<file path="config.mk">
export PLATFORM = sky130hd
export DESIGN_NAME = sprite_motion_updater
export DESIGN_NICKNAME = d
export VERILOG_FILES = /design/src/rtl/sprite_motion_updater.sv
export SDC_FILE = /design/constraint.sdc
export NUM_CORES = 1
export LEC_CHECK = 0
export CORE_UTILIZATION = 51
export CTS_CLUSTER_DIAMETER = 30
export DETAILED_ROUTE_END_ITERATION = 12
export PLACE_DENSITY = 0.87
export REMOVE_ABC_BUFFERS = 1
export SLEW_MARGIN = 10
export SYNTH_ARGS = -nofsm -noshare
export SYNTH_HDL_FRONTEND = slang
export SYNTH_SLANG_ARGS = --single-unit
</file>
<file path="constraint.sdc">
create_clock -name clk_draw -period 9.1 [get_ports clk_draw]
set_input_delay 1.82 -clock clk_draw [delete_from_list [all_inputs] [get_ports clk_draw]]
set_output_delay 1.82 -clock clk_draw [all_outputs]
set_load 0.01 [all_outputs]
</file>
<file path="src/rtl/sprite_motion_updater.sv">
// Per-frame sprite physics pass: walks every table entry, advances the 12.4 fixed-point
// position by its velocity, bounces off the screen bounds and writes the result back.
module sprite_motion_updater #(
  parameter int NUM_SPRITES = 512,
  parameter int X_MIN       = 0,
  parameter int X_MAX       = 1264,
  parameter int Y_MIN       = 0,
  parameter int Y_MAX       = 704
) (
  input  logic        clk_draw,
  input  logic        rst_draw,
  input  logic        start,
  output logic        busy,
  output logic        done,
  output logic [8:0]  sprite_index,
  input  logic [35:0] sprite_y_height,
  input  logic [35:0] sprite_x_width,
  input  logic [35:0] sprite_velocity,
  output logic [8:0]  w_index,
  output logic [35:0] w_sprite_y_height,
  output logic        w_sprite_y_height_en,
  output logic [35:0] w_sprite_x_width,
  output logic        w_sprite_x_width_en,
  output logic [35:0] w_sprite_velocity,
  output logic        w_sprite_velocity_en
);

  localparam logic signed [18:0] X_LO = 19'(X_MIN * 16);
  localparam logic signed [18:0] X_HI = 19'(X_MAX * 16);
  localparam logic signed [18:0] Y_LO = 19'(Y_MIN * 16);
  localparam logic signed [18:0] Y_HI = 19'(Y_MAX * 16);
  localparam logic [8:0]         LAST_IDX = 9'(NUM_SPRITES - 1);

  typedef enum logic [2:0] {IDLE, RD, CALC, WR, FIN} state_t;

  state_t     state;
  logic [8:0] idx;

  // Returns {new_velocity, new_position}; a clamp at either bound reflects the velocity,
  // and negating the most negative velocity wraps back onto itself.
  function automatic logic [33:0] step_axis(input logic [15:0] pos,
                                            input logic [17:0] vel,
                                            input logic signed [18:0] lo,
                                            input logic signed [18:0] hi);
    logic signed [18:0] sum;
    logic [17:0]        neg;
    sum = signed'({3'b000, pos}) + signed'({vel[17], vel});
    neg = ~vel + 18'd1;
    if (sum < lo)
      step_axis = {neg, lo[15:0]};
    else if (sum > hi)
      step_axis = {neg, hi[15:0]};
    else
      step_axis = {vel, sum[15:0]};
  endfunction

  logic [33:0] x_res;
  logic [33:0] y_res;
  logic        active;

  assign x_res  = step_axis(sprite_x_width[15:0],  sprite_velocity[35:18], X_LO, X_HI);
  assign y_res  = step_axis(sprite_y_height[15:0], sprite_velocity[17:0],  Y_LO, Y_HI);
  assign active = (sprite_x_width[31:24] != 8'd0) && (sprite_y_height[31:24] != 8'd0);

  always_ff @(posedge clk_draw) begin
    if (rst_draw) begin
      state                <= IDLE;
      idx                  <= 9'd0;
      busy                 <= 1'b0;
      done                 <= 1'b0;
      sprite_index         <= 9'd0;
      w_index              <= 9'd0;
      w_sprite_y_height    <= 36'd0;
      w_sprite_x_width     <= 36'd0;
      w_sprite_velocity    <= 36'd0;
      w_sprite_y_height_en <= 1'b0;
      w_sprite_x_width_en  <= 1'b0;
      w_sprite_velocity_en <= 1'b0;
    end else begin
      case (state)
        IDLE: begin
          done <= 1'b0;
          if (start) begin
            state        <= RD;
            idx          <= 9'd0;
            sprite_index <= 9'd0;
            busy         <= 1'b1;
          end
        end
        RD: state <= CALC;
        // Table data is valid this cycle; everything but position and velocity is copied through.
        CALC: begin
          w_index              <= idx;
          w_sprite_y_height    <= {sprite_y_height[35:16], y_res[15:0]};
          w_sprite_x_width     <= {sprite_x_width[35:16], x_res[15:0]};
          w_sprite_velocity    <= {x_res[33:16], y_res[33:16]};
          w_sprite_y_height_en <= active;
          w_sprite_x_width_en  <= active;
          w_sprite_velocity_en <= active;
          state                <= WR;
        end
        WR: begin
          w_sprite_y_height_en <= 1'b0;
          w_sprite_x_width_en  <= 1'b0;
          w_sprite_velocity_en <= 1'b0;
          if (idx == LAST_IDX) begin
            state <= FIN;
            busy  <= 1'b0;
            done  <= 1'b1;
          end else begin
            idx          <= idx + 9'd1;
            sprite_index <= idx + 9'd1;
            state        <= RD;
          end
        end
        FIN: begin
          done  <= 1'b0;
          state <= IDLE;
        end
        default: state <= IDLE;
      endcase
    end
  end

endmodule

</file>
* Word level (Yosys, flattened, before mapping) *
Index checks and enable logic that the tools add are counted.

word-level totals
  bits in registers = 132
  input port bits = 111
  output and inout bits = 131
  logic and storage cells = 55

operators by class
  add/sub/neg operators = 5
  magnitude comparators = 4
  eq/ne operators = 8
  multiplexer cells = 16
  bitwise operators = 2
  reduce and logical (&&, ||, !) cells = 11

operators with widths
  kind                                                          count
  two-way mux 34 bit                                            4
  adder 17 x 18 -> 19 bit                                       2
  less-than comparator 19 x 1 -> 1 bit (second input constant)  2
  adder 18 x 1 -> 18 bit (second input constant)                2
  inverter 18 bit                                               2
  > comparator 19 x 15 -> 1 bit (second input constant)         1
  > comparator 19 x 16 -> 1 bit (second input constant)         1
  two-way mux 9 bit                                             2
  one-hot mux 9 bit (2 select lines)                            1
  nonzero test 8 bit                                            2
  one-hot mux 3 bit (4 select lines)                            1
  adder 9 x 1 -> 9 bit (second input constant)                  1
  == test 9 bit (second input constant)                         1
  == test 3 x 2 -> 1 bit (second input constant)                2
  two-way mux 3 bit                                             2
  inequality test 2 bit (second input constant)                 3
  one-hot mux 1 bit (2 select lines)                            3
  AND reduction 3 bit                                           2
  nonzero test 2 bit                                            3
  == test 3 x 1 -> 1 bit (second input constant)                1
  == test 3 bit (second input constant)                         1
  logical NOT 3 bit                                             1
  two-way mux 1 bit                                             3
  AND reduction 2 bit                                           1
  2 further kinds                                               2

* Depth between registers and ports, before layout *
Gate-level depths: netlist of the first run.

  depth after elaboration = 4
  depth in mapped cells = 13
  depth with buffers taken out = 11

* Worst setup path before layout of the first run *
No wires, ideal clock.

  path kind = input to register
  start = in sprite_x_width[0]
  end = reg w_sprite_velocity[28]
  setup time = 117 ps
  data arrival time = 4745 ps
  data required time = 8983 ps
  slack = 4237 ps
  stages on the path = 13
  buffers on the path = 2
  cells stage by stage = ha_1 fa_1 a211oi_1 o31ai_1 a21oi_2 xnor2_1 or4_1 o311a_1 o211ai_4 buf_8 buf_6 mux2i_1 nand2_1

between the ends
  word-level cells in the longest chain between the ends = 4

ends and longest elaborated chain
  item                           RTL line  text
  from (decl)                    17        input logic [35:0] sprite_x_width,
  adder 17 x 18 -> 19 bit *      47        sum = signed'({3'b000, pos}) + signed'({vel[17], vel});
  > comparator 19 x 16 -> 1 bit  51        else if (sum > hi)
  two-way mux 34 bit             51
  two-way mux 34 bit *           49        if (sum < lo)
  to (signal assigned)           96        w_sprite_velocity <= {x_res[33:16], y_res[33:16]};
  to (decl)                      24        output logic [35:0] w_sprite_velocity,

Mark *: on every way between the ends. The rest lies on a longest branch, timed or not.
A chain may end at the register's enable or synchronous reset.

* Worst setup path in the final report of the first run *
  start = in sprite_velocity[0]
  end = reg w_sprite_velocity[16]

between the ends
  word-level cells in the longest chain between the ends = 4

ends and longest elaborated chain
  item                                                                            RTL line  text
  from (decl)                                                                     18        input logic [35:0] sprite_velocity,
  adder 17 x 18 -> 19 bit / inverter 18 bit (equally long branches)               47, 48
  > comparator 19 x 15 -> 1 bit / adder 18 x 1 -> 18 bit (equally long branches)  51, 48
  two-way mux 34 bit                                                              51
  two-way mux 34 bit *                                                            49

Marked as above.

==> results.py, run 1 <==
metrics = {
    "status": {
        "status": "finished clean",
    },
    "die": {
        "rows": 44,
        "die_y_um": 123.6,
        "fp.dieArea_um2": 15280,
        "ioPinCount": 242,
        "design.core.area_um2": 14480,
        "die_x_um": 123.6,
        "start_util": 0.5209,
    },
    "pwr": {
        "ir_drop_mv": 0.1267,
        "power_density_nw_per_um2": 177.7,
        "power.leakage_nw": 3.945,
    },
    "sta": {
        "holdWs_ps": 448.5,
        "finalCritPeriodShare": 0.6241,
        "period_needed_ps": 5680,
        "finalSetupTns_ps": 0,
        "worst_slew_pin_slew_ps": 1049,
        "relSlewSlack": 0.3010,
        "slew_violations": 0,
        "worst_slack_ps": 3420,
        "rsz0062_at_grt": "no",
        "setup_viol": 0,
        "hold_viol_final": 0,
        "timing.fmax_mhz": 176.1,
        "fin_skew_ps": 11.70,
    },
    "place": {
        "portBuffers": 241,
        "gp_congestion": 0.9456,
        "pre_cts_ws_ps": 3087,
        "hpwl_mm": 15.82,
    },
    "clock_tree": {
        "clk_latency_ps": 430,
        "cts.sinks": 132,
        "clk_pin_slew_ps": 60,
        "cts_buffer_depth": 2,
        "cts_root_buffer": "clkbuf_16",
        "htree_levels": 4,
        "cts_setup_buffers": 0,
        "cts_tree": "built",
        "hold_buffers": 0,
        "cts_made_buffers": 17,
        "cts_resized": 0,
    },
    "logic_synthesis": {
        "synth_cells": 943,
        "ys_ff_latch": 132,
        "syn_area_per_cell_um2": 7.998,
        "synth_ff_type": "dfxtp_1",
        "synthTopCellsByArea": "dfxtp_1, nand2_1, ha_1",
        "synth_top_cell_by_area": "dfxtp_1",
        "synth_edf_count": 0,
        "yosys_warnings": 0,
        "synthArstFlopShare": 0,
        "ys_types": 67,
        "synth_top_cell_area_share": 0.3504,
        "ys_seq_area_frac": 0.3504,
        "syn_area_um2": 7542,
    },
    "global_route": {
        "grt_pass1_vias": 7127,
        "antenna_found_initial": 0,
        "grt_usage": 0.2843,
        "grt_max_degree": 97,
        "grt_first_pass_wirelength_mm": 34.40,
        "grt_overflow": 0,
    },
    "cells_and_area": {
        "n_fill_cell": 1166,
        "diodes": 0,
        "area_growth_pct": 40.30,
        "final_cell_mix": "clkdlybuf4s50_1, nand2_1, dfxtp_1",
        "mostFrequentLayoutCell": "clkdlybuf4s50_1",
        "drive_gt1_frac": 0.04819,
        "finalNetCount": 1298,
    },
    "critical_path": {
        "critPathKind": "in2reg",
        "reg2regPathDepth": 6,
        "critPathMaxStageDelay_ps": 880,
        "cp_data_arrival_time_ps": 5990,
        "crit_path_top_delay_cell": "and2_1",
        "cp-end-kind": "flop",
        "critPathRequiredTime_ps": 9410,
        "path_max_fanout": 34,
        "path_cells": "clkdlybuf4s50_1, ha_1, fa_1, a211oi_2, nor2_1, a221o_1, nor3_1, a311oi_1, o21bai_1, and2_1, o21ai_0, a311oi_1",
        "start_kind": "input port",
        "cp_common_cell": "a311oi_1",
    },
    "route": {
        "wl_mm": 22.09,
        "first_pass_iters": 5,
        "drc": 0,
        "drtAntennaViolNets": 0,
        "vias": 7850,
        "drtIter0Drc": 511,
        "vias_per_cell": 5.832,
        "wl_per_cell_um": 16.41,
    },
    "job": {
        "cap_violations": 0,
    },
    "min_path": {
        "whs_path_depth": 2,
        "hold_class": "reg2reg",
    },
}
==> logic make-up after synthesis <==
| family | after synthesis | synth area share |
|---|---|---|
| compound gates | 259 | 0.2331 |
| xor+xnor | 31 | 0.03600 |
| fa+ha+maj | 38 | 0.06503 |
| buf+inv | 72 | 0.04048 |
| flops | 132 | 0.3504 |
| mux | 16 | 0.02123 |
| simple gates | 395 | 0.2538 |
==> path summary, 6_finish.rpt <==
path | start | end | slack [ps]
setup / recovery | sprite_velocity[0] | w_sprite_velocity[16] | 3420
hold / removal | w_sprite_x_width[10] | w_sprite_x_width[10] | 450
hold reg to reg | w_sprite_x_width[10] | w_sprite_x_width[10] | 450
setup reg to reg | state[1] | w_sprite_y_height[12] | 6260
==> worst max-delay path, delay by kind of cell <==
kind	cells	cell delay, ps
AO/OA/AOI/OAI	6	1710
buffers and inverters	1	470
adder cells (fa/ha/maj)	2	730
AND/OR/NAND/NOR	3	1240
==> synth_stat cells (8+ instances only) <==
library cell    n
or3_1          20
xnor2_1        19
dfxtp_1       132
clkbuf_1       41
mux2i_1        16
xor2_1         12
a21oi_1        87
nand2_1       155
a211oi_1       11
ha_1           36
a21o_1         20
o21ai_0        35
nand3_1        19
nand2b_1       10
or4_1           9
a22o_1          8
and2_1         10
nor4_1         23
inv_1          14
nor2_1         70
nor3b_1        21
a311oi_1       17
nor3_1         28
buf_1           8
a22oi_1        12
==> through the flow <==
step / cells / utilization / power, mW / cell area, µm²
floorplan: 885 / - / 0.9407 / 7289
global placement: 1314 / 0.6891 / 1.163 / 9977
detailed placement: 1314 / 0.6891 / 1.173 / 9977
CTS: 1346 / 0.7308 / 1.886 / 10580
global route: 1346 / 0.7308 / 1.969 / 10580
finish: 1346 / 0.7308 / 1.880 / 10580
==> layout make-up <==
class                      count  area (µm²)  area share
clock buffer                  19       432.9     0.04091
clock inverter                13       171.4     0.01620
inverter                      14       52.55    0.004966
multi-input combinational    739        4612      0.4359
sequential                   132        2643      0.2497
tap                          184       230.2     0.02176
timing repair buffer         245        2440      0.2306
==> power by group <==
| part | leakage (nW) | switching, mW | internal, mW |
|---|---|---|---|
| Sequential | 1.07 | 0.0290 | 0.626 |
| Clock | 0.289 | 0.279 | 0.436 |
| Combinational | 2.58 | 0.272 | 0.238 |
| Total | 3.95 | 0.581 | 1.30 |
==> state kept, by name (all words and copies together) (netlist names) <==
register and flops:
w_sprite_velocity 36, idx 9, w_sprite_x_width 36, state 3, busy 1, w_sprite_y_height 36, done 1, w_index 9
w_sprite_velocity_en 1
==> routing by layer <==
layer,wire length (µm),track usage,share of wire
met4,787,0.1408,0.036
met5,0,0,0
met3,998,0.04533,0.045
met2,10800,0.4757,0.49
met1,9496,0.3538,0.43
No activity file was read; power rests on OpenSTA's default activity.
==> run 2, diff against run 1 <==
CORE_UTILIZATION = 43   (was 51)
PLACE_DENSITY = 0.78   (was 0.87)
clock period = 5 ns   (was 9.1 ns; I/O delays follow)
==> results.py, run 2 (synthesized netlist as in run 1, its figures left out) <==
metrics = {
    "status": {
        "status": "finished clean",
    },
    "die": {
        "start_util": 0.4376,
        "rows": 48,
        "design.core.area_um2": 17240,
        "fp.dieArea_um2": 18070,
        "ioPinCount": 242,
        "die_y_um": 134.4,
        "die_x_um": 134.4,
    },
    "critical_path": {
        "crit_path_top_delay_cell": "clkdlybuf4s50_1",
        "critPathMaxStageDelay_ps": 580,
        "cp_data_arrival_time_ps": 4760,
        "r2r_setup_slack_ps": 2230,
        "path_max_fanout": 14,
        "path_cells": "clkdlybuf4s50_1, ha_1, and2_1, a311oi_2, a21boi_2, o41ai_1, a21boi_0, xnor2_1, o211ai_4, buf_4, nor4_1, a22o_1",
        "crit_buf_inv": 2,
        "cp-end-kind": "flop",
        "start_kind": "input port",
        "critPathRequiredTime_ps": 5370,
        "critPathKind": "in2reg",
        "path_delay_family": "compound AO/OA/AOI/OAI gates",
    },
    "route": {
        "wl_per_cell_um": 15.86,
        "vias": 7849,
        "drtAntennaViolNets": 0,
        "drtIter0Drc": 438,
        "wl_mm": 22.18,
        "drc": 0,
        "vias_per_cell": 5.614,
        "first_pass_iters": 5,
    },
    "clock_tree": {
        "cts_made_buffers": 17,
        "clk_latency_ps": 420,
        "cts_resized": 0,
        "cts.sinks": 132,
        "clk_pin_slew_ps": 60,
        "cts_tree": "built",
        "hold_buffers": 0,
        "htree_levels": 4,
        "cts_buffer_depth": 2,
        "cts_root_buffer": "clkbuf_16",
        "cts_setup_buffers": 0,
    },
    "global_route": {
        "grt_pass1_vias": 7118,
        "grt_max_degree": 74,
        "grt_first_pass_wirelength_mm": 35.32,
        "grt_overflow": 0,
        "grt.busiest_layer": "met2",
        "use_met2": 0.3987,
        "antenna_found_initial": 0,
        "use_met1": 0.3049,
        "grt_usage": 0.2420,
        "grt_use_met3": 0.05404,
    },
    "pwr": {
        "seqPwrFrac": 0.347,
        "power.leakage_nw": 4.003,
        "power_switching_mw": 1.053,
        "p_total_mw": 3.440,
        "power_density_nw_per_um2": 320.7,
        "ir_drop_mv": 0.2439,
        "pwr-share-clk": 0.381,
        "internal-power_mw": 2.387,
        "p_sw_frac": 0.3062,
        "combPwrFrac": 0.273,
    },
    "place": {
        "placed_cells": 1366,
        "portBuffers": 241,
        "hpwl_mm": 15.98,
        "gp_congestion": 0.9318,
        "dpl-instance-area_um2": 10110,
        "pre_cts_ws_ps": 258.2,
    },
    "job": {
        "cap_violations": 0,
    },
    "sta": {
        "slew_violations": 0,
        "period_needed_ps": 4392,
        "finalSetupTns_ps": 0,
        "worst_slack_ps": 607.8,
        "rsz0062_at_grt": "no",
        "worst_slew_pin_slew_ps": 823.0,
        "relSlewSlack": 0.4513,
        "holdWs_ps": 441.1,
        "fin_skew_ps": 7.495,
        "finalCritPeriodShare": 0.8784,
        "setup_viol": 0,
        "timing.fmax_mhz": 227.7,
        "hold_viol_final": 0,
    },
    "cells_and_area": {
        "final_core_util": 0.6223,
        "diodes": 0,
        "final_cell_mix": "clkdlybuf4s50_1, nand2_1, dfxtp_1",
        "final_area_um2": 10730,
        "multiInputGateArea_um2": 4612,
        "drive_gt1_frac": 0.05797,
        "mostFrequentLayoutCell": "clkdlybuf4s50_1",
        "final_cell_count_no_fill": 1398,
        "area.sequential_um2": 2643,
        "area_growth_pct": 42.22,
        "n_fill_cell": 1557,
        "finalNetCount": 1309,
        "reg_top3": "w_sprite_velocity (36), w_sprite_x_width (36), w_sprite_y_height (36)",
    },
    "min_path": {
        "hold_class": "reg2reg",
    },
}
==> run 2: cell count changes in the layout (fill, tap and decap cells not counted) <==
cell and delta:
inv_8 +1, inv_6 -1, buf_4 +11, clkinvlp_4 +1, clkbuf_8 +1, clkinv_4 -1
clkbuf_1 -1
==> run 2: per-layer routing <==
| metal | up-vias | wire [µm] |
|---|---|---|
| li1 | 3893 | - |
| met1 | 3630 | 9662 |
| met2 | 279 | 10630 |
| met3 | 47 | 1272 |
| met4 | 0 | 611 |
| met5 | - | 0 |
==> run 2: final timing paths <==
kind                         from                    to  depth (start not counted)
max           sprite_velocity[22]   w_sprite_x_width[2]                         12
min          w_sprite_x_width[10]  w_sprite_x_width[10]                          2
max reg2reg              state[1]   w_sprite_x_width[2]                          5
min reg2reg  w_sprite_x_width[10]  w_sprite_x_width[10]                          2
==> run 2: power by group through the flow <==
stage          clock (mW)  combinational [mW]  sequential (mW)
5_1_grt              1.39                1.02             1.20
2_1_floorplan           0               0.462             1.25
3_5_place_dp            0               0.929             1.22
3_3_place_gp            0               0.918             1.21
4_1_cts              1.33               0.936             1.19
6_report             1.31               0.938             1.19
==> run 2: worst reg2reg max path: cells and delay by family (launching register included) <==
kind | cells | cell delay (ps)
buf+inv | 1 | 450
compound gates | 1 | 220
simple gates | 3 | 1570
flops | 1 | 490
==> run 2: final cells by class <==
cell class              count  area share
multi-input cells         739      0.4300
flip-flops and latches    132      0.2464
repair buffers            256      0.2352
clock buffers              19     0.04129
well taps                 225     0.02625
clock inverters            13     0.01610
inverters                  14    0.004899
==> run 3, diff against run 2 <==
SLEW_MARGIN = 30   (was 10)
==> results of run 3 <==
No change in the layout: final DEF, timing and power equal those of run 2.
